--- src/rtl/sprite_fetch_pkg.sv ---
// Shared types and helpers for the sprite layer fetcher.
package sprite_fetch_pkg;

  localparam logic [31:0] DEFAULT_BASE_ADDR = 32'h0800_0000;

  // ST_EMPTY is the single background cycle taken when no layer is valid.
  typedef enum logic [2:0] {
    ST_IDLE,
    ST_ISSUE,
    ST_WAIT,
    ST_EMPTY,
    ST_FINISH
  } state_t;

  // Entry layout, MSB to LSB: {vflip, hflip, id, ox, oy}; oy starts at bit 0.
  function automatic int entry_w(input int id_w, input int dim_log2);
    return id_w + 2 * dim_log2 + 2;
  endfunction

  function automatic int ox_lsb(input int dim_log2);
    return dim_log2;
  endfunction

  function automatic int id_lsb(input int dim_log2);
    return 2 * dim_log2;
  endfunction

  function automatic int hflip_pos(input int dim_log2, input int id_w);
    return 2 * dim_log2 + id_w;
  endfunction

  function automatic int vflip_pos(input int dim_log2, input int id_w);
    return 2 * dim_log2 + id_w + 1;
  endfunction

  // Lowest set bit of mask strictly above idx; -1 when none (idx = -1 searches from 0).
  function automatic int first_valid_above(input logic [31:0] mask, input int idx);
    int found;
    found = -1;
    for (int unsigned i = 0; i < 32; i++) begin
      if (found < 0 && int'(i) > idx && mask[i]) found = int'(i);
    end
    return found;
  endfunction

endpackage

--- src/rtl/sprite_addr_gen.sv ---
// Maps one sprite entry to the SDRAM byte address of its texel.
module sprite_addr_gen
  import sprite_fetch_pkg::*;
#(
  parameter int          DIM_LOG2  = 4,
  parameter int          ID_W      = 9,
  parameter logic [31:0] BASE_ADDR = DEFAULT_BASE_ADDR,
  localparam int         ENTRY_W   = entry_w(ID_W, DIM_LOG2)
) (
  input  logic [ENTRY_W-1:0] entry,
  output logic [31:0]        address
);

  localparam int OX_LSB = ox_lsb(DIM_LOG2);
  localparam int ID_LSB = id_lsb(DIM_LOG2);
  localparam int HF_POS = hflip_pos(DIM_LOG2, ID_W);
  localparam int VF_POS = vflip_pos(DIM_LOG2, ID_W);

  logic [DIM_LOG2-1:0] ox, oy, tx, ty;
  logic [ID_W-1:0]     id;
  logic [31:0]         word;

  // Flip the coordinates, scale the sprite index and convert words to bytes.
  always_comb begin
    oy      = entry[0 +: DIM_LOG2];
    ox      = entry[OX_LSB +: DIM_LOG2];
    id      = entry[ID_LSB +: ID_W];
    tx      = entry[HF_POS] ? ~ox : ox;
    ty      = entry[VF_POS] ? ~oy : oy;
    word    = ((32'(id) - 32'd1) << (2 * DIM_LOG2)) | (32'(ty) << DIM_LOG2) | 32'(tx);
    address = BASE_ADDR + (word << 2);
  end

endmodule

--- src/rtl/sprite_layer_fetcher.sv ---
// Per-pixel sprite compositor fetcher: reads layers in priority order over
// Avalon-MM and returns the first non-transparent texel or the background.
module sprite_layer_fetcher
  import sprite_fetch_pkg::*;
#(
  parameter int          NUM_LAYERS = 4,
  parameter int          DIM_LOG2   = 4,
  parameter int          ID_W       = 9,
  parameter int          PIXEL_W    = 24,
  parameter logic [31:0] BASE_ADDR  = DEFAULT_BASE_ADDR,
  localparam int         ENTRY_W    = entry_w(ID_W, DIM_LOG2),
  localparam int         LAYER_W    = (NUM_LAYERS > 1) ? $clog2(NUM_LAYERS) : 1
) (
  input  logic                          clk,
  input  logic                          rst_n,
  input  logic                          start,
  input  logic [NUM_LAYERS*ENTRY_W-1:0] entries,
  input  logic [PIXEL_W-1:0]            transparent_key,
  input  logic [PIXEL_W-1:0]            bg_pixel,
  output logic [31:0]                   address,
  output logic                          read,
  output logic                          chipselect,
  output logic [3:0]                    byteenable,
  input  logic                          waitrequest,
  input  logic                          readdatavalid,
  input  logic [31:0]                   readdata,
  output logic                          busy,
  output logic                          done,
  output logic [PIXEL_W-1:0]            pixel_out,
  output logic                          hit,
  output logic [LAYER_W-1:0]            hit_layer
);

  localparam int ID_LSB = id_lsb(DIM_LOG2);

  state_t                        state;
  logic [NUM_LAYERS*ENTRY_W-1:0] lat_entries;
  logic [PIXEL_W-1:0]            lat_key;
  logic [PIXEL_W-1:0]            lat_bg;
  logic [LAYER_W-1:0]            cur_layer;
  logic [31:0]                   in_mask, lat_mask;
  int                            first_in, next_lat, sel_i;
  logic [ENTRY_W-1:0]            gen_entry;
  logic [31:0]                   gen_addr;
  logic [PIXEL_W-1:0]            texel;
  logic                          unused_rd;

  assign byteenable = 4'b1111;
  assign texel      = readdata[PIXEL_W-1:0];
  assign unused_rd  = ^readdata;

  // Valid-layer masks for the incoming and latched entries, and the next layer to fetch.
  always_comb begin
    in_mask  = '0;
    lat_mask = '0;
    for (int unsigned k = 0; k < NUM_LAYERS; k++) begin
      in_mask[k]  = |entries[k*ENTRY_W + ID_LSB +: ID_W];
      lat_mask[k] = |lat_entries[k*ENTRY_W + ID_LSB +: ID_W];
    end
    first_in = first_valid_above(in_mask, -1);
    next_lat = first_valid_above(lat_mask, int'(cur_layer));
  end

  // One address generator: fed from the live entries in IDLE, else from the latched set.
  always_comb begin
    gen_entry = '0;
    sel_i     = (state == ST_IDLE) ? first_in : next_lat;
    for (int unsigned k = 0; k < NUM_LAYERS; k++) begin
      if (int'(k) == sel_i)
        gen_entry = (state == ST_IDLE) ? entries[k*ENTRY_W +: ENTRY_W]
                                       : lat_entries[k*ENTRY_W +: ENTRY_W];
    end
  end

  sprite_addr_gen #(
    .DIM_LOG2  (DIM_LOG2),
    .ID_W      (ID_W),
    .BASE_ADDR (BASE_ADDR)
  ) u_addr_gen (
    .entry   (gen_entry),
    .address (gen_addr)
  );

  // Fetch FSM with registered bus strobes and results.
  always_ff @(posedge clk or negedge rst_n) begin
    if (!rst_n) begin
      state       <= ST_IDLE;
      lat_entries <= '0;
      lat_key     <= '0;
      lat_bg      <= '0;
      cur_layer   <= '0;
      address     <= '0;
      read        <= 1'b0;
      chipselect  <= 1'b0;
      busy        <= 1'b0;
      done        <= 1'b0;
      pixel_out   <= '0;
      hit         <= 1'b0;
      hit_layer   <= '0;
    end else begin
      case (state)
        ST_IDLE: begin
          if (start) begin
            lat_entries <= entries;
            lat_key     <= transparent_key;
            lat_bg      <= bg_pixel;
            busy        <= 1'b1;
            if (first_in >= 0) begin
              cur_layer  <= LAYER_W'(first_in);
              address    <= gen_addr;
              read       <= 1'b1;
              chipselect <= 1'b1;
              state      <= ST_ISSUE;
            end else begin
              state <= ST_EMPTY;
            end
          end
        end
        ST_ISSUE: begin
          if (!waitrequest) begin
            read       <= 1'b0;
            chipselect <= 1'b0;
            state      <= ST_WAIT;
          end
        end
        ST_WAIT: begin
          if (readdatavalid) begin
            if (texel != lat_key) begin
              pixel_out <= texel;
              hit       <= 1'b1;
              hit_layer <= cur_layer;
              done      <= 1'b1;
              state     <= ST_FINISH;
            end else if (next_lat >= 0) begin
              cur_layer  <= LAYER_W'(next_lat);
              address    <= gen_addr;
              read       <= 1'b1;
              chipselect <= 1'b1;
              state      <= ST_ISSUE;
            end else begin
              pixel_out <= lat_bg;
              hit       <= 1'b0;
              hit_layer <= '0;
              done      <= 1'b1;
              state     <= ST_FINISH;
            end
          end
        end
        ST_EMPTY: begin
          pixel_out <= lat_bg;
          hit       <= 1'b0;
          hit_layer <= '0;
          done      <= 1'b1;
          state     <= ST_FINISH;
        end
        ST_FINISH: begin
          done  <= 1'b0;
          busy  <= 1'b0;
          state <= ST_IDLE;
        end
        default: state <= ST_IDLE;
      endcase
    end
  end

endmodule

--- config.mk ---
export PLATFORM = sky130hd
export DESIGN_NAME = sprite_layer_fetcher
export DESIGN_NICKNAME = d
export VERILOG_FILES = /design/src/rtl/sprite_fetch_pkg.sv /design/src/rtl/sprite_addr_gen.sv /design/src/rtl/sprite_layer_fetcher.sv
export SDC_FILE = /design/constraint.sdc
export NUM_CORES = 1
export LEC_CHECK = 0
export BUFFER_PORTS_ARGS = -buffer_cell sky130_fd_sc_hd__buf_2
export CAP_MARGIN = 10
export CORE_UTILIZATION = 30
export CTS_CLUSTER_DIAMETER = 40
export DETAILED_ROUTE_END_ITERATION = 16
export GPL_ROUTABILITY_DRIVEN = 0
export HOLD_SLACK_MARGIN = 0.03
export PLACE_DENSITY = 0.64
export SYNTH_ARGS = -nofsm -noshare
export SYNTH_HDL_FRONTEND = slang
export SYNTH_SLANG_ARGS = --single-unit
--- constraint.sdc ---
create_clock -name clk -period 2.98 [get_ports clk]
set_input_delay 0.298 -clock clk [delete_from_list [all_inputs] [get_ports clk]]
set_output_delay 0.298 -clock clk [all_outputs]
set_load 0.01 [all_outputs]
==> out/metrics.yaml, run 1 <==
synth_top_area_share_pct: 48.4
area_growth_pct: 29.5
cts.sinks: 172
avgSynthCellArea_um2: 10.5
port_buffers: 209
p_per_area_nw_per_um2: 1210
slowest_delay_ps: 530
fin_crit_ps: 3020
synth_adder_area_share_pct: 0
via_count: 7394
routedWlPerCell_um: 17.3
yosysSeqAreaShare_pct: 48.4
leakagePower_nw: 5.11
synth_seq_cells: 172
seqPwrFrac_pct: 30.6
power_mw: 13.9
rows: 62
p_sw_mw: 5.47
critPathTopFamily: "compound AO/OA/AOI/OAI gates"
stdcell_count: 1492
p_sw_share_pct: 39.3
worst-setup-path-type: "flip-flop to flip-flop"
synth_cell_types: 59
synth_top_family_by_area: "multiplexers"
clock_latency_ps: 440
globalRoute.totalOverflow: 0
async_flop_share_pct: 100
core_um2: 28900
fin_ws_ps: -37.0
grt_pass1_wl_mm: 41.4
irDropWorstVdd_mv: 0.464
routed_wl_mm: 25.8
fin_skew_ps: 11.9
path_cells: "or4_4 -> nor4_4 -> a211o_2 -> o211ai_1 -> a221oi_2 -> o211ai_2 -> nor4b_4 -> buf_4 -> a41oi_2 -> mux2_4"
die_y_um: 174
timing.fmax_mhz: 331
first_global_vias: 7361
yosysWarningCount: 0
drv_cap: 0
synth_edf_count: 0
synthFlopType: "dfrtp_1"
multi_input_area_um2: 4390
finalHoldViolations: 0
maxSlewHeadroom_pct: 58.0
setup_tns_ps: -37.0
grtUsageTotal_pct: 17.5
path_buf_inv: 1
htree_levels: 4
syn_inst: 845
startpoint_type: "flip-flop"
path_clk_slew_ps: 70
synthTopCellsByArea: "dfrtp_1, mux2_2, nand2_1, mux2i_1, nor2_1"
muxShareOfSynthArea_pct: 19.5
clock_path_buffers: 2
outcome: "complete, but fails checks"
die_w_um: 174
ys_top_cells_by_count: "dfrtp_1, mux2_2, nand2_1"
cts_tree: "yes"
dp_cells: 1455
path_max_fanout: 5
post-route-period-util_pct: 101
start_util_pct: 30.7
cts_root_buf: "clkbuf_16"
place_hpwl_mm: 19.5
fill_cells: 2867
violations: "negative setup slack"
die_area_um2: 30300
ioPinCount: 228
synth_top_area_cell: "dfrtp_1"
synth_most_common_cell: "dfrtp_1"
required_ps: 3310
netlist_area_um2: 8890
power_report.internal_total_mw: 8.45
setup_violations: 1
antenna_found_initial: 4
synth-simple-area-share_pct: 13.3
drive_gt1_share_pct: 43.1
dr.pass1.iters: 5
grt_max_degree: 62
vias_per_cell: 4.96
numCtsBuffers: 17
end_kind: "flip-flop"
drc_errors: 0
antenna_left: 0
maxSlewViolCount: 0
seq_area_um2: 4300
arrival_ps: 3340
tightest_slew_ps: 630
power.share.clock_pct: 15.7
synth-compound-area-share_pct: 11.3
power_frac_comb_pct: 53.7
slowest_stage: "or4_4"
grt_setup_unrepaired: "true"
final_nets: 1255
synth_xor_area_share_pct: 3.45
hold_class: "input port to flip-flop"
drt-initial-drc-count: 453
-- power by group through the flow --
stage | clock (mW) | sequential [mW] | combinational [mW]
2_1_floorplan | 0 | 4.25 | 4.66
3_3_place_gp | 0 | 4.23 | 7.10
3_5_place_dp | 0 | 4.29 | 7.19
4_1_cts | 2.25 | 4.25 | 7.30
5_1_grt | 2.34 | 4.42 | 8.15
6_report | 2.19 | 4.26 | 7.48
-- worst register-to-register path: cells and delay by family (launching register included) --
kind                   cells  cell delay, ps
AO/OA/AOI/OAI              5            1030
multiplexers               1             280
AND/OR/NAND/NOR            3            1010
buffers and inverters      1             190
flip-flops                 1             400
-- worst paths after layout --
check | from | end | slack, ps | cells past startpoint
max | lat_entries[67]$_DFFE_PN0P_ | address[18]$_DFFE_PN0P_ | -40 | 10
min | bg_pixel[1] | lat_bg[1]$_DFFE_PN0P_ | 90 | 2
max reg2reg | lat_entries[67]$_DFFE_PN0P_ | address[18]$_DFFE_PN0P_ | -40 | 10
min reg2reg | address[27]$_DFFE_PN0P_ | address[27]$_DFFE_PN0P_ | 470 | 1
max in group asynchronous | rst_n | lat_entries[7]$_DFFE_PN0P_ | 1730 | 3
min in group asynchronous | rst_n | address[3]$_DFFE_PN0P_ | 410 | 2
-- metal layers --
layer / GRT usage (%) / wire length, um / up-vias
li1: - / - / 3505
met1: 23.2 / 11500 / 3635
met2: 28.4 / 12400 / 224
met3: 4.29 / 1530 / 24
met4: 5.01 / 306 / 6
met5: 0 / 45 / -
-- cell families after synthesis --
logic type / count (synthesis)
other cells: 2
compound gates: 149
flops: 172
buf+inv: 72
simple gates: 257
xor+xnor: 35
mux: 158
-- registers in the layout, indices dropped and copies added, names as in the netlist --
name         count
lat_entries     70
lat_bg          24
lat_key         24
pixel_out       24
address         19
state            3
cur_layer        2
hit_layer        2
busy             1
chipselect       1
done             1
hit              1
-- area by class of cell --
cell class	count	area share [%]
Antenna cell	1	0.0217
Clock buffer	20	3.97
Clock inverter	12	0.967
Inverter	5	0.163
Multi-Input combinational cell	609	38.1
Sequential cell	172	37.4
Tap cell	384	4.17
Timing Repair Buffer	289	15.2
-- timing repair --
item,CTS,global route
hold buffers,1,0
gates resized for setup,3,19
setup endpoints to repair,3,11
hold endpoints to repair,58,0
pin swaps,6,6
setup buffers,2,2
-- through the flow --
stage          setup slack [ps]  utilization [%]  hold slack (ps)  area, um2
6_report                  -37.0             39.8             88.8      11500
4_1_cts                 -0.0819             39.4             67.3      11400
3_5_place_dp               -114             37.3              317      10800
3_3_place_gp              -49.7             37.3              317      10800
5_1_grt                    -130             39.8             70.2      11500
2_1_floorplan              53.0                -             2.41       8920
-- cells in the final DEF (no fill, tap or decap), drive strengths merged, types with 3 or more instances in the layout --
cell type,Yosys,layout
o211ai,6,6
buf,30,288
a21boi,3,3
a211o,4,4
nand2,112,112
dfrtp,172,172
a22oi,3,3
mux2i,36,36
nand4,11,11
and3,3,3
nor2,69,69
clkinvlp,0,3
nor4,9,9
inv,4,8
xor2,8,8
a31oi,37,37
nand2b,6,6
nand3,10,10
o32ai,8,8
a211oi,7,7
mux2,122,122
o22ai,14,14
a21oi,35,35
xnor2,27,27
clkinv,1,5
o21ai,12,12
clkbuf,37,20
nor3,15,15
conb,2,10
or3,3,3
nand3b,3,3
and2,12,12
o31ai,3,3
Note: power is estimated with default switching activity, not from simulation.
==> run 2, diff against run 1 <==
TNS_END_PERCENT = 5   (was unset)
==> run 2 against run 1 <==
The run still ends with negative setup slack left. Final area is 0.45% lower. Total power decreased by 0.51%. Hold slack improved by 3.1 ps. Register-to-register slack about the same. Fmax hardly changed. Via count is 0.42% lower. Combinational power down 0.9%.
==> out/metrics.yaml, run 2 (synthesized netlist as in run 1, its figures left out) <==
outcome: "complete, but fails checks"
violations: "negative setup slack"
start_util_pct: 30.7
grt_max_degree: 62
path_clk_slew_ps: 70
port_buffers: 209
hold_class: "input port to flip-flop"
fin_area_um2: 11500
drc_errors: 0
maxSlewViolCount: 0
path_max_fanout: 5
end_kind: "flip-flop"
rrSetupSlack_ps: -40
p_sw_mw: 5.45
ioPinCount: 228
worst-setup-path-type: "flip-flop to flip-flop"
finalHoldViolations: 0
leakagePower_nw: 5.10
die_w_um: 174
power_mw: 13.9
path_buf_inv: 1
antenna_found_initial: 4
routedWlPerCell_um: 17.3
clock_latency_ps: 440
irDropWorstVdd_mv: 0.465
grtUsageTotal_pct: 17.5
pre_cts_ws_ps: -114
seqPwrFrac_pct: 30.7
dpl_cell_area_um2: 10800
setup_violations: 1
power_frac_comb_pct: 53.5
globalRoute.totalOverflow: 0
core_um2: 28900
power.share.clock_pct: 15.8
cts.sinks: 172
htree_levels: 4
maxSlewHeadroom_pct: 57.8
p_per_area_nw_per_um2: 1210
numCtsBuffers: 17
fin_ws_ps: -39.3
cts_root_buf: "clkbuf_16"
antenna_left: 0
final_nets: 1255
grt_pass1_wl_mm: 41.4
arrival_ps: 3350
rows: 62
drt-initial-drc-count: 532
dr.pass1.iters: 5
critPathTopFamily: "simple AND/OR/NAND/NOR gates"
grt_setup_unrepaired: "true"
cts_tree: "yes"
tightest_slew_ps: 633
fin_skew_ps: 19.5
required_ps: 3310
area_growth_pct: 28.9
largest_reg_flops: 70
fin_hold_ws_ps: 91.8
slowest_stage: "or4_4"
clock_path_buffers: 2
largest-register: "lat_entries"
timing.fmax_mhz: 331
drive_gt1_share_pct: 42.4
die_y_um: 174
drv_cap: 0
p_sw_share_pct: 39.3
via_count: 7363
path_cells: "or4_4 -> nor4_4 -> a211o_2 -> o211ai_1 -> a221oi_2 -> o211ai_2 -> nor4b_4 -> buf_4 -> a41oi_2 -> mux2_4"
slowest_delay_ps: 530
power_report.internal_total_mw: 8.41
first_global_vias: 7361
startpoint_type: "flip-flop"
place_hpwl_mm: 19.5
post-route-period-util_pct: 101
routed_wl_mm: 25.8
die_area_um2: 30300
final_cell_mix: "buf_2, dfrtp_1, mux2_2"
fin_crit_ps: 3020
mostFrequentLayoutCell: "buf_2"
vias_per_cell: 4.93
[run 2: final timing paths]
| path | from | endpoint | cells after the start |
|---|---|---|---|
| worst max register to register | lat_entries[67]$_DFFE_PN0P_ | address[18]$_DFFE_PN0P_ | 10 |
| worst min-delay path | bg_pixel[1] | lat_bg[1]$_DFFE_PN0P_ | 2 |
| max in group asynchronous | rst_n | lat_entries[7]$_DFFE_PN0P_ | 3 |
| min in group asynchronous | rst_n | address[3]$_DFFE_PN0P_ | 2 |
| worst max-delay path | lat_entries[67]$_DFFE_PN0P_ | address[18]$_DFFE_PN0P_ | 10 |
| worst min register to register | address[27]$_DFFE_PN0P_ | address[27]$_DFFE_PN0P_ | 1 |
[run 2: power by group through the flow]
stage	Sequential [mW]	Clock, mW	Combinational [mW]
3_5_place_dp	4.29	0	7.19
3_3_place_gp	4.23	0	7.10
4_1_cts	4.25	2.25	7.30
2_1_floorplan	4.25	0	4.66
5_1_grt	4.42	2.34	8.07
6_report	4.26	2.19	7.41
[run 2: final cells by class]
cell class,count,area [um2]
tap,384,480
fill,2870,17500
clock buffer,20,457
sequential,172,4300
multi-input combinational,609,4340
inverter,5,18.8
antenna,1,2.50
timing repair buffer,289,1750
clock inverter,12,111
[run 2: metal layers]
layer / vias to the layer above / track usage, % / routed length, um
met5: - / 0 / 45
met4: 6 / 5.01 / 281
met3: 21 / 4.29 / 1420
met2: 203 / 28.4 / 12400
met1: 3628 / 23.2 / 11700
li1: 3505 / - / -
[run 2: through the flow]
stage / utilization (%) / instances / TNS, ps
finish: 39.6 / 1492 / -39.3
global route: 39.6 / 1492 / -612
CTS: 39.4 / 1490 / -0.0819
detailed placement: 37.3 / 1455 / -180
global placement: 37.3 / 1455 / -49.7
floorplan: - / 853 / 0
[run 2: timing repair]
item | in CTS | in global routing
hold buffers | 1 | 0
gates cloned | 0 | 0
endpoints found under the setup margin | 3 | 11
pin swaps | 6 | 5
hold endpoints to repair | 58 | 0
setup buffers | 2 | 1
resized for setup | 3 | 9
==> run 3, diff against run 2 <==
ABC_CLOCK_PERIOD_IN_PS = 2980   (was unset)
GPL_TIMING_DRIVEN = 0   (was unset)
==> run 3 against run 2 <==
The run still ends with negative setup slack left. Fmax shrank 2.1%. Sequential share of layout area is 0.14 points higher. Wire length increased by 10%. Critical endpoint unchanged. Highest routed layer unchanged.
==> out/metrics.yaml, run 3 (synthesized netlist as in run 1, its figures left out) <==
place_hpwl_mm: 21.2
setup_violations: 3
grt_pass1_wl_mm: 43.6
violations: "negative setup slack"
final_cell_mix: "buf_2, dfrtp_1, mux2_2"
largest-register: "lat_entries"
die_area_um2: 30300
seqPwrFrac_pct: 30.8
core_um2: 28900
routedWlPerCell_um: 19.1
fill_cells: 2887
fin_crit_ps: 3080
power_frac_comb_pct: 52.7
worstHoldStart: "transparent_key[7]"
reg2reg_depth: 11
stdcell_count: 1494
area_growth_pct: 28.5
path_cells: "nor4_4 -> a31oi_1 -> or3_1 -> o211ai_1 -> buf_4 -> nand4_1 -> o31a_1 -> nor4b_4 -> buf_4 -> a41oi_1 -> mux2_2"
maxSlewHeadroom_pct: 51.7
p_sw_share_pct: 42.4
path_clk_slew_ps: 90
arrival_ps: 3420
reg2reg_to: "address[18]$_DFFE_PN0P_"
clock_latency_ps: 440
slowest_stage: "dfrtp_1"
mostFrequentLayoutCell: "buf_2"
rrSetupSlack_ps: -100
startpoint: "lat_entries[51]$_DFFE_PN0P_"
start_util_pct: 30.7
end_kind: "flip-flop"
drt-met1-wl_mm: 12.0
hold_path_end: "lat_key[7]$_DFFE_PN0P_"
grtUsageTotal_pct: 18.9
drc_errors: 0
grt_setup_unrepaired: "true"
rows: 62
numCtsBuffers: 17
outcome: "complete, but fails checks"
die_y_um: 174
post-route-period-util_pct: 103
ioPinCount: 228
cts.sinks: 172
htree_levels: 4
p_sw_mw: 5.91
dr.pass1.iters: 5
drv_cap: 0
cts_root_buf: "clkbuf_16"
leakagePower_nw: 5.06
grt_max_degree: 118
vias_per_cell: 5.07
maxSlewViolCount: 0
setup_tns_ps: -133
tightest_slew_ps: 719
power_mw: 14.0
drive_gt1_share_pct: 41.3
dp_cells: 1447
cts_tree: "yes"
clock_path_buffers: 2
irDropWorstVdd_mv: 0.449
hold_path_depth: 2
required_ps: 3310
largest_reg_flops: 70
cp_common_cell: "buf_4"
first_global_vias: 7614
globalRoute.totalOverflow: 0
drt-initial-drc-count: 491
p_per_area_nw_per_um2: 1220
dr_wl_met2_mm: 13.7
fin_skew_ps: 20.5
timing.fmax_mhz: 324
fin_ws_ps: -104
die_w_um: 174
power.share.clock_pct: 16.5
power_report.internal_total_mw: 8.04
via_count: 7569
worst-setup-path-type: "flip-flop to flip-flop"
final_nets: 1250
hold_class: "input port to flip-flop"
port_buffers: 209
routed_wl_mm: 28.5
timing.rr.start: "lat_entries[51]$_DFFE_PN0P_"
slowest_delay_ps: 450
highest_layer: "met5"
startpoint_type: "flip-flop"
finalHoldViolations: 0
antenna_left: 0
path_max_fanout: 5
wl_met3_mm: 2.13
antenna_found_initial: 11
==> run 3: area by class of cell <==
| cell class | count | area [um2] | share of cell area, % |
|---|---|---|---|
| plain buffers | 64 | 394 | 3.45 |
| inverters | 5 | 20.0 | 0.175 |
| clock buffers | 18 | 439 | 3.84 |
| diodes | 8 | 20.0 | 0.175 |
| clock inverters | 14 | 165 | 1.45 |
| repair buffers | 220 | 1160 | 10.2 |
| flip-flops and latches | 172 | 4310 | 37.7 |
| multi-input cells | 609 | 4440 | 38.8 |
| well taps | 384 | 480 | 4.21 |
==> run 3: how the worst max path moves through the flow <==
stage	slack [ps]	endpoint	cells past startpoint
floorplan	50	address[18]$_DFFE_PN0P_	9
global placement	-1280	lat_key[8]$_DFFE_PN0P_	1
detailed placement	-1000	address[7]$_DFFE_PN0P_	11
CTS	-60	address[18]$_DFFE_PN0P_	11
global route	-190	address[18]$_DFFE_PN0P_	10
finish	-100	address[18]$_DFFE_PN0P_	11
==> run 3: timing repair <==
| item | in CTS | in global routing |
|---|---|---|
| endpoints found under the setup margin | 166 | 101 |
| setup buffers | 5 | 4 |
| hold buffers | 1 | 0 |
| pin swaps | 9 | 5 |
| endpoints found under the hold margin | 55 | 0 |
| resized for setup | 44 | 34 |
==> run 3: through the flow <==
step	hold slack [ps]	utilization, %	area, um2	setup WS [ps]
4_1_cts	65.8	39.0	11300	-62.6
5_1_grt	63.6	39.5	11400	-186
6_report	83.0	39.5	11400	-104
2_1_floorplan	2.41	-	8920	53.0
3_3_place_gp	449	36.1	10400	-1280
3_5_place_dp	267	36.2	10500	-995
==> run 3: routing by layer <==
layer	up-vias	global-route usage (%)
met5	-	0
met4	6	7.49
met3	50	4.53
met2	315	30.6
met1	3687	24.2
li1	3511	-
==> run 3: critical path: cells and delay by family (launching register included) <==
kind                   cells  cell delay, ps
and+or+nand+nor            4            1160
DFF                        1             450
AOI/OAI and AO/OA          4             740
buffers and inverters      2             370
muxes                      1             290
==> run 3: power by group through the flow <==
stage / Combinational [mW] / Sequential [mW] / Clock, mW
final: 7.35 / 4.30 / 2.30
after global routing: 7.97 / 4.43 / 2.45
after CTS: 7.05 / 4.28 / 2.35
after detailed placement: 6.70 / 4.28 / 0
after global placement: 6.59 / 4.23 / 0
after floorplan: 4.66 / 4.25 / 0
